## src/rtl/fetch_stage_pkg.sv

```systemverilog
// Shared pipeline bundle types and constants.
// Used by the fetch stage and its response buffer.
package fetch_stage_pkg;

  localparam logic [31:0] NOP_INST   = 32'h0000_0013;
  localparam int          FIFO_DEPTH = 2;

  typedef struct packed {
    logic [31:0] pc;
    logic [31:0] inst;
  } FetchInfo;

  typedef struct packed {
    logic stall;
    logic flush;
  } PipeControl;

  typedef struct packed {
    logic       stall_req;
    logic [3:0] flush_req;
  } PipeRequest;

  function automatic logic [31:0] align_pc(
    input logic [31:0] pc
  );
    return {pc[31:2], 2'b00};
  endfunction

endpackage

```

## src/rtl/fetch_fifo.sv

```systemverilog
// Two-entry in-order buffer with push, pop and clear.
// Used both for issued pcs and for fetched {pc, inst} pairs.
module fetch_fifo
  import fetch_stage_pkg::*;
#(
  parameter int W = 64
) (
  input  logic         clk,
  input  logic         rst_n,
  input  logic         i_push,
  input  logic         i_pop,
  input  logic         i_clear,
  input  logic [W-1:0] i_data,
  output logic [W-1:0] o_data,
  output logic [1:0]   o_count
);

  logic [W-1:0] r_mem [FIFO_DEPTH];
  logic         r_rd;
  logic         r_wr;
  logic [1:0]   r_cnt;
  logic         w_push;
  logic         w_pop;

  assign w_pop  = i_pop && (r_cnt != 2'd0);
  // A full buffer still accepts a push when it pops in the same cycle.
  assign w_push = i_push && ((r_cnt != 2'd2) || w_pop);

  always_ff @(posedge clk or negedge rst_n) begin
    if (!rst_n) begin
      for (int i = 0; i < FIFO_DEPTH; i++) begin
        r_mem[i] <= '0;
      end
      r_rd  <= 1'b0;
      r_wr  <= 1'b0;
      r_cnt <= 2'd0;
    end else if (i_clear) begin
      r_rd  <= 1'b0;
      r_wr  <= 1'b0;
      r_cnt <= 2'd0;
    end else begin
      if (w_push) begin
        r_mem[r_wr] <= i_data;
        r_wr        <= ~r_wr;
      end
      if (w_pop) begin
        r_rd <= ~r_rd;
      end
      r_cnt <= r_cnt + {1'b0, w_push} - {1'b0, w_pop};
    end
  end

  assign o_data  = r_mem[r_rd];
  assign o_count = r_cnt;

endmodule

```

## src/rtl/fetch_stage.sv

```systemverilog
// Instruction fetch: credit-limited imem requests, redirect
// squashing and a registered {pc, inst} output for decode.
module fetch_stage
  import fetch_stage_pkg::*;
#(
  parameter logic [31:0] RESET_PC = 32'h0000_0000,
  parameter logic [31:0] NOP_INST = fetch_stage_pkg::NOP_INST
) (
  input  logic        clk,
  input  logic        rst_n,
  input  PipeControl  pipe,
  output PipeRequest  req,
  input  logic        redirect_valid,
  input  logic [31:0] redirect_pc,
  output logic        imem_req_valid,
  input  logic        imem_req_ready,
  output logic [31:0] imem_addr,
  input  logic        imem_resp_valid,
  input  logic [31:0] imem_resp_data,
  output FetchInfo    fetch_info,
  output logic        error
);

  localparam FetchInfo BUBBLE = '{pc: 32'h0, inst: NOP_INST};

  logic [31:0] r_pc;
  logic [1:0]  r_out;
  logic [1:0]  r_drop;
  logic        r_err;
  FetchInfo    r_fi;

  FetchInfo    w_fi_d;
  FetchInfo    w_fifo_head;
  FetchInfo    w_resp_pair;
  logic [31:0] w_pcq_head;
  logic [1:0]  w_pcq_cnt;
  logic [1:0]  w_fifo_cnt;
  logic [2:0]  w_credit;
  logic        w_acc;
  logic        w_resp;
  logic        w_keep;
  logic        w_take;
  logic        w_bypass;
  logic        w_push;
  logic        w_pop;
  logic        w_fifo_empty;

  assign req = '{stall_req: 1'b0, flush_req: 4'b0000};

  assign w_credit = {1'b0, r_out} + {1'b0, w_fifo_cnt};
  assign imem_req_valid = rst_n && !redirect_valid &&
                          (w_credit < 3'd2);
  assign imem_addr = r_pc;
  assign w_acc = imem_req_valid && imem_req_ready;

  assign w_resp = imem_resp_valid && (w_pcq_cnt != 2'd0);
  assign w_keep = w_resp && !redirect_valid &&
                  (r_drop == 2'd0);
  assign w_take = !pipe.stall && !pipe.flush &&
                  !redirect_valid;
  assign w_fifo_empty = (w_fifo_cnt == 2'd0);
  // An empty buffer lets a fresh response go straight to decode.
  assign w_bypass = w_keep && w_take && w_fifo_empty;
  assign w_push = w_keep && !w_bypass;
  assign w_pop  = w_take && !w_fifo_empty;
  assign w_resp_pair = '{pc: w_pcq_head, inst: imem_resp_data};

  fetch_fifo #(.W(32)) u_pcq (
    .clk     (clk),
    .rst_n   (rst_n),
    .i_push  (w_acc),
    .i_pop   (w_resp),
    .i_clear (1'b0),
    .i_data  (r_pc),
    .o_data  (w_pcq_head),
    .o_count (w_pcq_cnt)
  );

  fetch_fifo #(.W(64)) u_rfifo (
    .clk     (clk),
    .rst_n   (rst_n),
    .i_push  (w_push),
    .i_pop   (w_pop),
    .i_clear (redirect_valid),
    .i_data  (w_resp_pair),
    .o_data  (w_fifo_head),
    .o_count (w_fifo_cnt)
  );

  always_comb begin
    w_fi_d = BUBBLE;
    if (pipe.stall) begin
      w_fi_d = r_fi;
    end else if (pipe.flush || redirect_valid) begin
      w_fi_d = BUBBLE;
    end else if (!w_fifo_empty) begin
      w_fi_d = w_fifo_head;
    end else if (w_bypass) begin
      w_fi_d = w_resp_pair;
    end
  end

  always_ff @(posedge clk or negedge rst_n) begin
    if (!rst_n) begin
      r_pc   <= RESET_PC;
      r_out  <= 2'd0;
      r_drop <= 2'd0;
      r_err  <= 1'b0;
      r_fi   <= BUBBLE;
    end else begin
      r_fi  <= w_fi_d;
      r_out <= r_out + {1'b0, w_acc} - {1'b0, w_resp};
      if (redirect_valid) begin
        r_pc   <= align_pc(redirect_pc);
        r_drop <= r_out - {1'b0, w_resp};
      end else begin
        if (w_acc) begin
          r_pc <= r_pc + 32'd4;
        end
        if (w_resp && (r_drop != 2'd0)) begin
          r_drop <= r_drop - 2'd1;
        end
      end
      if (redirect_valid && (redirect_pc[1:0] != 2'b00)) begin
        r_err <= 1'b1;
      end
    end
  end

  assign fetch_info = r_fi;
  assign error      = r_err;

endmodule

```

## config.mk

```make
export PLATFORM = sky130hd
export DESIGN_NAME = fetch_stage
export DESIGN_NICKNAME = d
export VERILOG_FILES = /design/src/rtl/fetch_stage_pkg.sv /design/src/rtl/fetch_fifo.sv /design/src/rtl/fetch_stage.sv
export SDC_FILE = /design/constraint.sdc
export NUM_CORES = 1
export LEC_CHECK = 0
export BUFFER_PORTS_ARGS = -buffer_cell sky130_fd_sc_hd__buf_2
export CAP_MARGIN = 20
export CORE_MARGIN = 5
export CORE_UTILIZATION = 24
export DETAILED_ROUTE_END_ITERATION = 12
export HOLD_SLACK_MARGIN = 0.08
export PLACE_DENSITY = 0.43
export SLEW_MARGIN = 40
export SYNTH_ARGS = -nofsm -noshare
export SYNTH_HDL_FRONTEND = slang
export SYNTH_SLANG_ARGS = --single-unit
export TNS_END_PERCENT = 10
```

## constraint.sdc

```tcl
create_clock -name clk -period 4.39 [get_ports clk]
set_input_delay 0.2195 -clock clk [delete_from_list [all_inputs] [get_ports clk]]
set_output_delay 0.2195 -clock clk [all_outputs]
set_load 0.1 [all_outputs]
```

# Word level (Yosys, flattened, before mapping)
# Cells that the tools add are included.
# Widths: inputs -> output; s select.
# op_classes
n_mux,24
order_cmp,7
n_reduce_logical,39
add_sub_neg,10
eq_ne,2
bitwise,9
# op_table
op,count
$mux 64,7
$mux 32,6
$bwmux 128,1
$bwmux 64,1
$demux 64 s1,1
$add 32x3->32 const B,1
$demux 32 s1,1
$logic_and 1x1->1,20
$reduce_bool 2->1,8
$ge 2x2->1 const B,4
$not 1->2,4
$sub 2x1->2,4
$add 2x1->2,3
$mux 2,3
$logic_not 1->1,5
$not 1->1,5
$logic_not 2->1,2
$lt 2x1->1 const B,2
$mux 1,4
$ne 2x2->1 const B,2
$add 2x2->3,1
$logic_or 1x1->1,3
$lt 3x2->1 const B,1
$reduce_and 2->1,1
$sub 2x1->2 const B,1
# totals
in_bits,71
register_bits,301

# Logic depth before layout (Yosys ltp)
# logic_depth
word_depth,12
mapped_depth,12

# Cells and area by module
# A second synthesis with hierarchy kept.
# hier_totals
hier_cells,1031
area_unflattened_um2,13829.5
# by_module_without_submodules
mod,n_inst,cells_per_inst,area_each_um2
fetch_fifo at u_rfifo,1,364,5906.9
fetch_stage,1,472,4802.1
fetch_fifo at u_pcq,1,195,3120.5

# Worst setup path after synthesis
# Ideal clock, no wire load.
# synth_timing
path_kind,register -> register
start,register u_rfifo.r_cnt[0] (netlist: u_rfifo.o_count[0])
end,register r_out[1]
required_time_ps,4267
path_stages_with_launch,13
n_path_buf,1
arrival_time_ps,3508
slack_ps,759
setup_time_ps,123
cell_sequence,dfrtp_1 inv_1 nor2_1 fa_1 nor4b_4 and2_1 inv_2 buf_1 ha_1 inv_1 ha_1 xnor2_1 xnor2_1
# synth_between
elab_chain_cells,6
# synth_lines
item,line_no,rtl
from (decl),fetch_fifo.sv:21,logic [1:0] r_cnt;
from (signal assigned),fetch_fifo.sv:49,"r_cnt <= r_cnt + {1'b0, w_push} - {1'b0, w_pop};"
$add 2x2->3,fetch_stage.sv:50,"assign w_credit = {1'b0, r_out} + {1'b0, w_fifo_cnt};"
$lt 3x2->1,fetch_stage.sv:52,(w_credit < 3'd2);
$logic_and 1x1->1,fetch_stage.sv:51,assign imem_req_valid = rst_n && !redirect_valid &&
net imem_req_valid,fetch_stage.sv:15,"output logic imem_req_valid,"
$logic_and 1x1->1,fetch_stage.sv:54,assign w_acc = imem_req_valid && imem_req_ready;
$add 2x1->2,fetch_stage.sv:112,"r_out <= r_out + {1'b0, w_acc} - {1'b0, w_resp};"
$sub 2x1->2,fetch_stage.sv:112,
to (signal assigned),fetch_stage.sv:112,
to (decl),fetch_stage.sv:27,logic [1:0] r_out;
# The timed path passes the listed nets, and every way through them passes these cells.
# A chain may end at the register's enable or synchronous reset.

# Worst setup path in the final report
# layout_timing
start,register u_rfifo.r_cnt[0] (netlist: u_rfifo.o_count[0])
end,register u_pcq.r_mem[36] (netlist bit)
# layout_between
elab_chain_cells,5
# layout_lines
item,line_no,rtl
$add 2x2->3,fetch_stage.sv:50,
$lt 3x2->1,fetch_stage.sv:52,
$logic_and 1x1->1,fetch_stage.sv:51,
$logic_and 1x1->1,fetch_stage.sv:54,
$logic_and 1x1->1,fetch_fifo.sv:27,assign w_push = i_push && ((r_cnt != 2'd2) || w_pop);
net u_pcq.w_push,fetch_fifo.sv:22,logic w_push;
"to (signal, indexed assignment)",fetch_fifo.sv:43,r_mem[r_wr] <= i_data;
to (decl),fetch_fifo.sv:18,logic [W-1:0] r_mem [FIFO_DEPTH];
# The timed path passes the listed nets, and every way through them passes these cells.

==> Implementation_results.wiki <==
{| class="wikitable"
! Metric !! Value
|-
| Outcome || finished, final reports clean
|-
| First-iteration detailed-routing DRC count || 510
|-
| Final weighted congestion in routability-driven placement || 0.7722
|-
| Pin count of the biggest net entering global routing || 70
|-
| CTS clock-pin slew for the worst setup and hold paths || 0.06 ns
|-
| Data arrival at the endpoint of the critical path || 3.84 ns
|-
| Netlist Area Pre-Place || 12930 um2
|-
| # Max-Cap Violations || 0
|-
| Clock buffers created by TritonCTS || 37
|-
| Cell type with the largest total area after synthesis || dfrtp_1
|-
| Post-route minimum period || 3.413 ns
|-
| CP Data Required Time || 4.82 ns
|-
| Final Setup Violations || 0
|-
| Remaining number of nets flagged by the antenna check after routing || 0
|-
| Number of detailed-route iterations in the first pass || 5
|-
| Non-filler cells, final || 2032
|-
| Clock latency reported for the late side of the worst-skew pair || 0.57 ns
|-
| Peak Freq || 0.2930 GHz
|-
| CTS Sinks || 290
|-
| Hold Worst Slack || 0.1283 ns
|-
| Via-per-instance ratio || 4.540
|-
| Height of the die || 242.1 um
|-
| Layout Nets || 1388
|-
| First-pass GRT wire length || 58330 um
|-
| Number of antenna violations at the first check in global routing || 0
|-
| YS warnings || 0
|-
| Number of global-route vias before repair || 9704
|-
| I/O Buffers || 166
|-
| Via Count || 9226
|-
| TritonCTS clock tree || done
|-
| Max-slew violation total from the final report || 0
|-
| Cell count after synthesis || 1088
|-
| Total length of routed wires || 37050 um
|-
| Post-cts resize count || 0
|-
| Largest driver fanout on the critical path || 30
|-
| Core area || 53600 um2
|-
| Min-Delay Path Class || in -> reg
|-
| Overall power consumption || 9283 uW
|-
| Maximum buffer depth of the clock tree || 3
|-
| Detail Placement HPWL || 23670 um
|-
| GRT Overall Usage || 0.1242
|-
| Most used DFF post-synth || dfrtp_1
|-
| Final period utilization || 0.7775
|-
| Async SR Flop Fraction || 1.000
|-
| Global route total overflow || 0
|-
| Most common library cell in the layout ignoring fill and taps || dfrtp_1
|-
| Total power density per cell area || 566.1 nW/um2
|-
| Dpl cells || 1898
|-
| Area grow syn2layout || 26.79%
|-
| WL per Instance || 18.23 um
|-
| Fraction of layout cells with a size suffix above 1 || 0.2897
|-
| Area contributors post-synth || dfrtp_1 56%, mux2_2 11%, mux2i_1 7.4%
|-
| Worst vdd ir || 0.2781 mV
|-
| Endpoint type of the worst setup path || flop
|-
| Synthesis-stage register bit count || 290
|-
| Leakage power of the design || 0.007489 uW
|-
| Mean Syn Cell Area || 11.89 um2
|-
| Die X-Extent || 242.1 um
|-
| Setup TNS || 0 ns
|-
| I/O Pins || 174
|-
| Clock Skews || 0.02562 ns
|-
| Critical Path Start Type || flop
|-
| Sequential element share of the synthesized area || 0.5614
|-
| Row cnt || 85
|-
| Clock root buffer || clkbuf_16
|-
| CTS H-Tree Depth || 2
|-
| Setup repair after global routing missed its margin || false
|-
| Post-detailed-route DRC marker count || 0
|-
| Class of the most critical setup path || reg -> reg
|-
| EDFF count, synth || 0
|-
| Die outline area || 58630 um2
|-
| Final antenna diode count || 0
|-
| Headroom to the max-slew limit || 0.4544
|-
| Post-CTS repair timing setup buffer count || 0
|-
| Initial cell density of the core || 0.2413
|-
| Area share of the leading cell type in the synthesized netlist || 0.5553
|-
| Hold bufs inserted after CTS || 66
|-
| Hold Vio Cnt, Final || 0
|-
| Number of distinct library cells after synthesis || 60
|-
| Commonest cells after routing, fill and taps aside || 285 x dfrtp_1, 165 x buf_2, 122 x mux2_2
|-
| Actual transition at the worst max-transition pin || 0.8183 ns
|}
logic make-up (layout without fill, tap and decap cells):
| family | Yosys count | count (layout) | synth area share |
|---|---|---|---|
| AND/OR/NAND/NOR | 250 | 250 | 0.09016 |
| adder cells (fa/ha/maj) | 10 | 10 | 0.01025 |
| flip-flops | 290 | 290 | 0.5614 |
| other | 1 | 7 | 0.0002899 |
| AO/OA/AOI/OAI | 204 | 204 | 0.1078 |
| multiplexers | 221 | 221 | 0.1831 |
| buffers and inverters | 99 | 341 | 0.03821 |
| XOR/XNOR | 13 | 13 | 0.008803 |
worst max-delay path, cell delays in order, from the launching register on:
cell	delay (ns)
dfrtp_1	0.55
inv_1	0.13
nor2_1	0.14
fa_1	0.46
nor4b_4	0.36
and2_1	0.21
inv_2	0.22
a21oi_4	0.26
and2b_4	0.54
mux2_2	0.39
state kept, by name, summed over array words and instances, names as in the netlist:
signal / cells
u_rfifo.r_rd: 1
u_pcq.o_count: 2
u_pcq.r_wr: 1
fetch_info: 63
error: 1
u_pcq.r_rd: 1
imem_addr: 30
r_drop: 2
u_rfifo.r_mem: 124
u_pcq.r_mem: 60
r_out: 2
u_rfifo.r_wr: 1
u_rfifo.o_count: 2
synth_stat cells (2+ instances only):
cell and instances:
nand3_1 16, a221oi_1 2, buf_2 17, nor3_1 4
o21ai_0 65, inv_1 19, xnor2_1 10, a31oi_1 2
nor2_1 71, o221ai_1 30, nand2b_1 5, ha_1 9
and3_1 4, buf_6 8, nor2b_1 7, mux2_2 122
xor2_1 3, a221o_1 22, nand2_1 110, dfrtp_1 287
buf_1 4, o21ai_1 2, dfstp_2 3, or3_1 2
mux2i_1 96, clkbuf_1 39, nand3b_1 3, and2_1 5
buf_4 11, nand4_1 10, a21oi_1 41, o211ai_1 10
mux2_1 3, o311ai_0 9, nor4_2 2, a22o_1 11
layer usage:
layer | part of all wire | GRT usage | vias to the layer above
met5 | 0 | 0 | -
met4 | 0.021 | 0.03474 | 0
met3 | 0.058 | 0.03211 | 52
met2 | 0.43 | 0.1907 | 227
met1 | 0.49 | 0.1742 | 4593
li1 | - | - | 4354
metrics by stage:
step | worst slack [ns] | utilization | area, um2
2_1_floorplan | 0.7591 | - | 12960
3_3_place_gp | 0.8164 | 0.2697 | 14450
3_5_place_dp | 0.7507 | 0.2700 | 14470
4_1_cts | 0.7224 | 0.3058 | 16390
5_1_grt | 0.6969 | 0.3059 | 16400
6_report | 0.9769 | 0.3059 | 16400
cell type report:
class                      count  area, um2
fill                        5554      37200
sequential                   290       7268
clock buffer                  56       1087
tap                          696      870.8
inverter                      20      75.07
timing repair buffer         253       1690
multi-input combinational    705       5239
clock inverter                12      167.7
where the power goes:
part / switching, uW / internal, uW / total (uW)
Sequential: 548 / 3460 / 4000
Clock: 1230 / 1850 / 3080
Combinational: 1260 / 935 / 2200
path summary, 6_finish.rpt:
kind	cells after the start	endpoint	start	slack (ns)
worst max-delay path	9	u_pcq.r_mem[36]	u_rfifo.o_count[0]	0.98
worst min-delay path	4	imem_addr[5]	imem_req_ready	0.13
worst max register to register	9	u_pcq.r_mem[36]	u_rfifo.o_count[0]	0.98
max in group asynchronous	4	fetch_info[39]	rst_n	2.68
worst min register to register	1	error	error	0.47
min in group asynchronous	2	u_rfifo.r_mem[16]	rst_n	0.17
No activity file was read; power rests on OpenSTA's default activity.
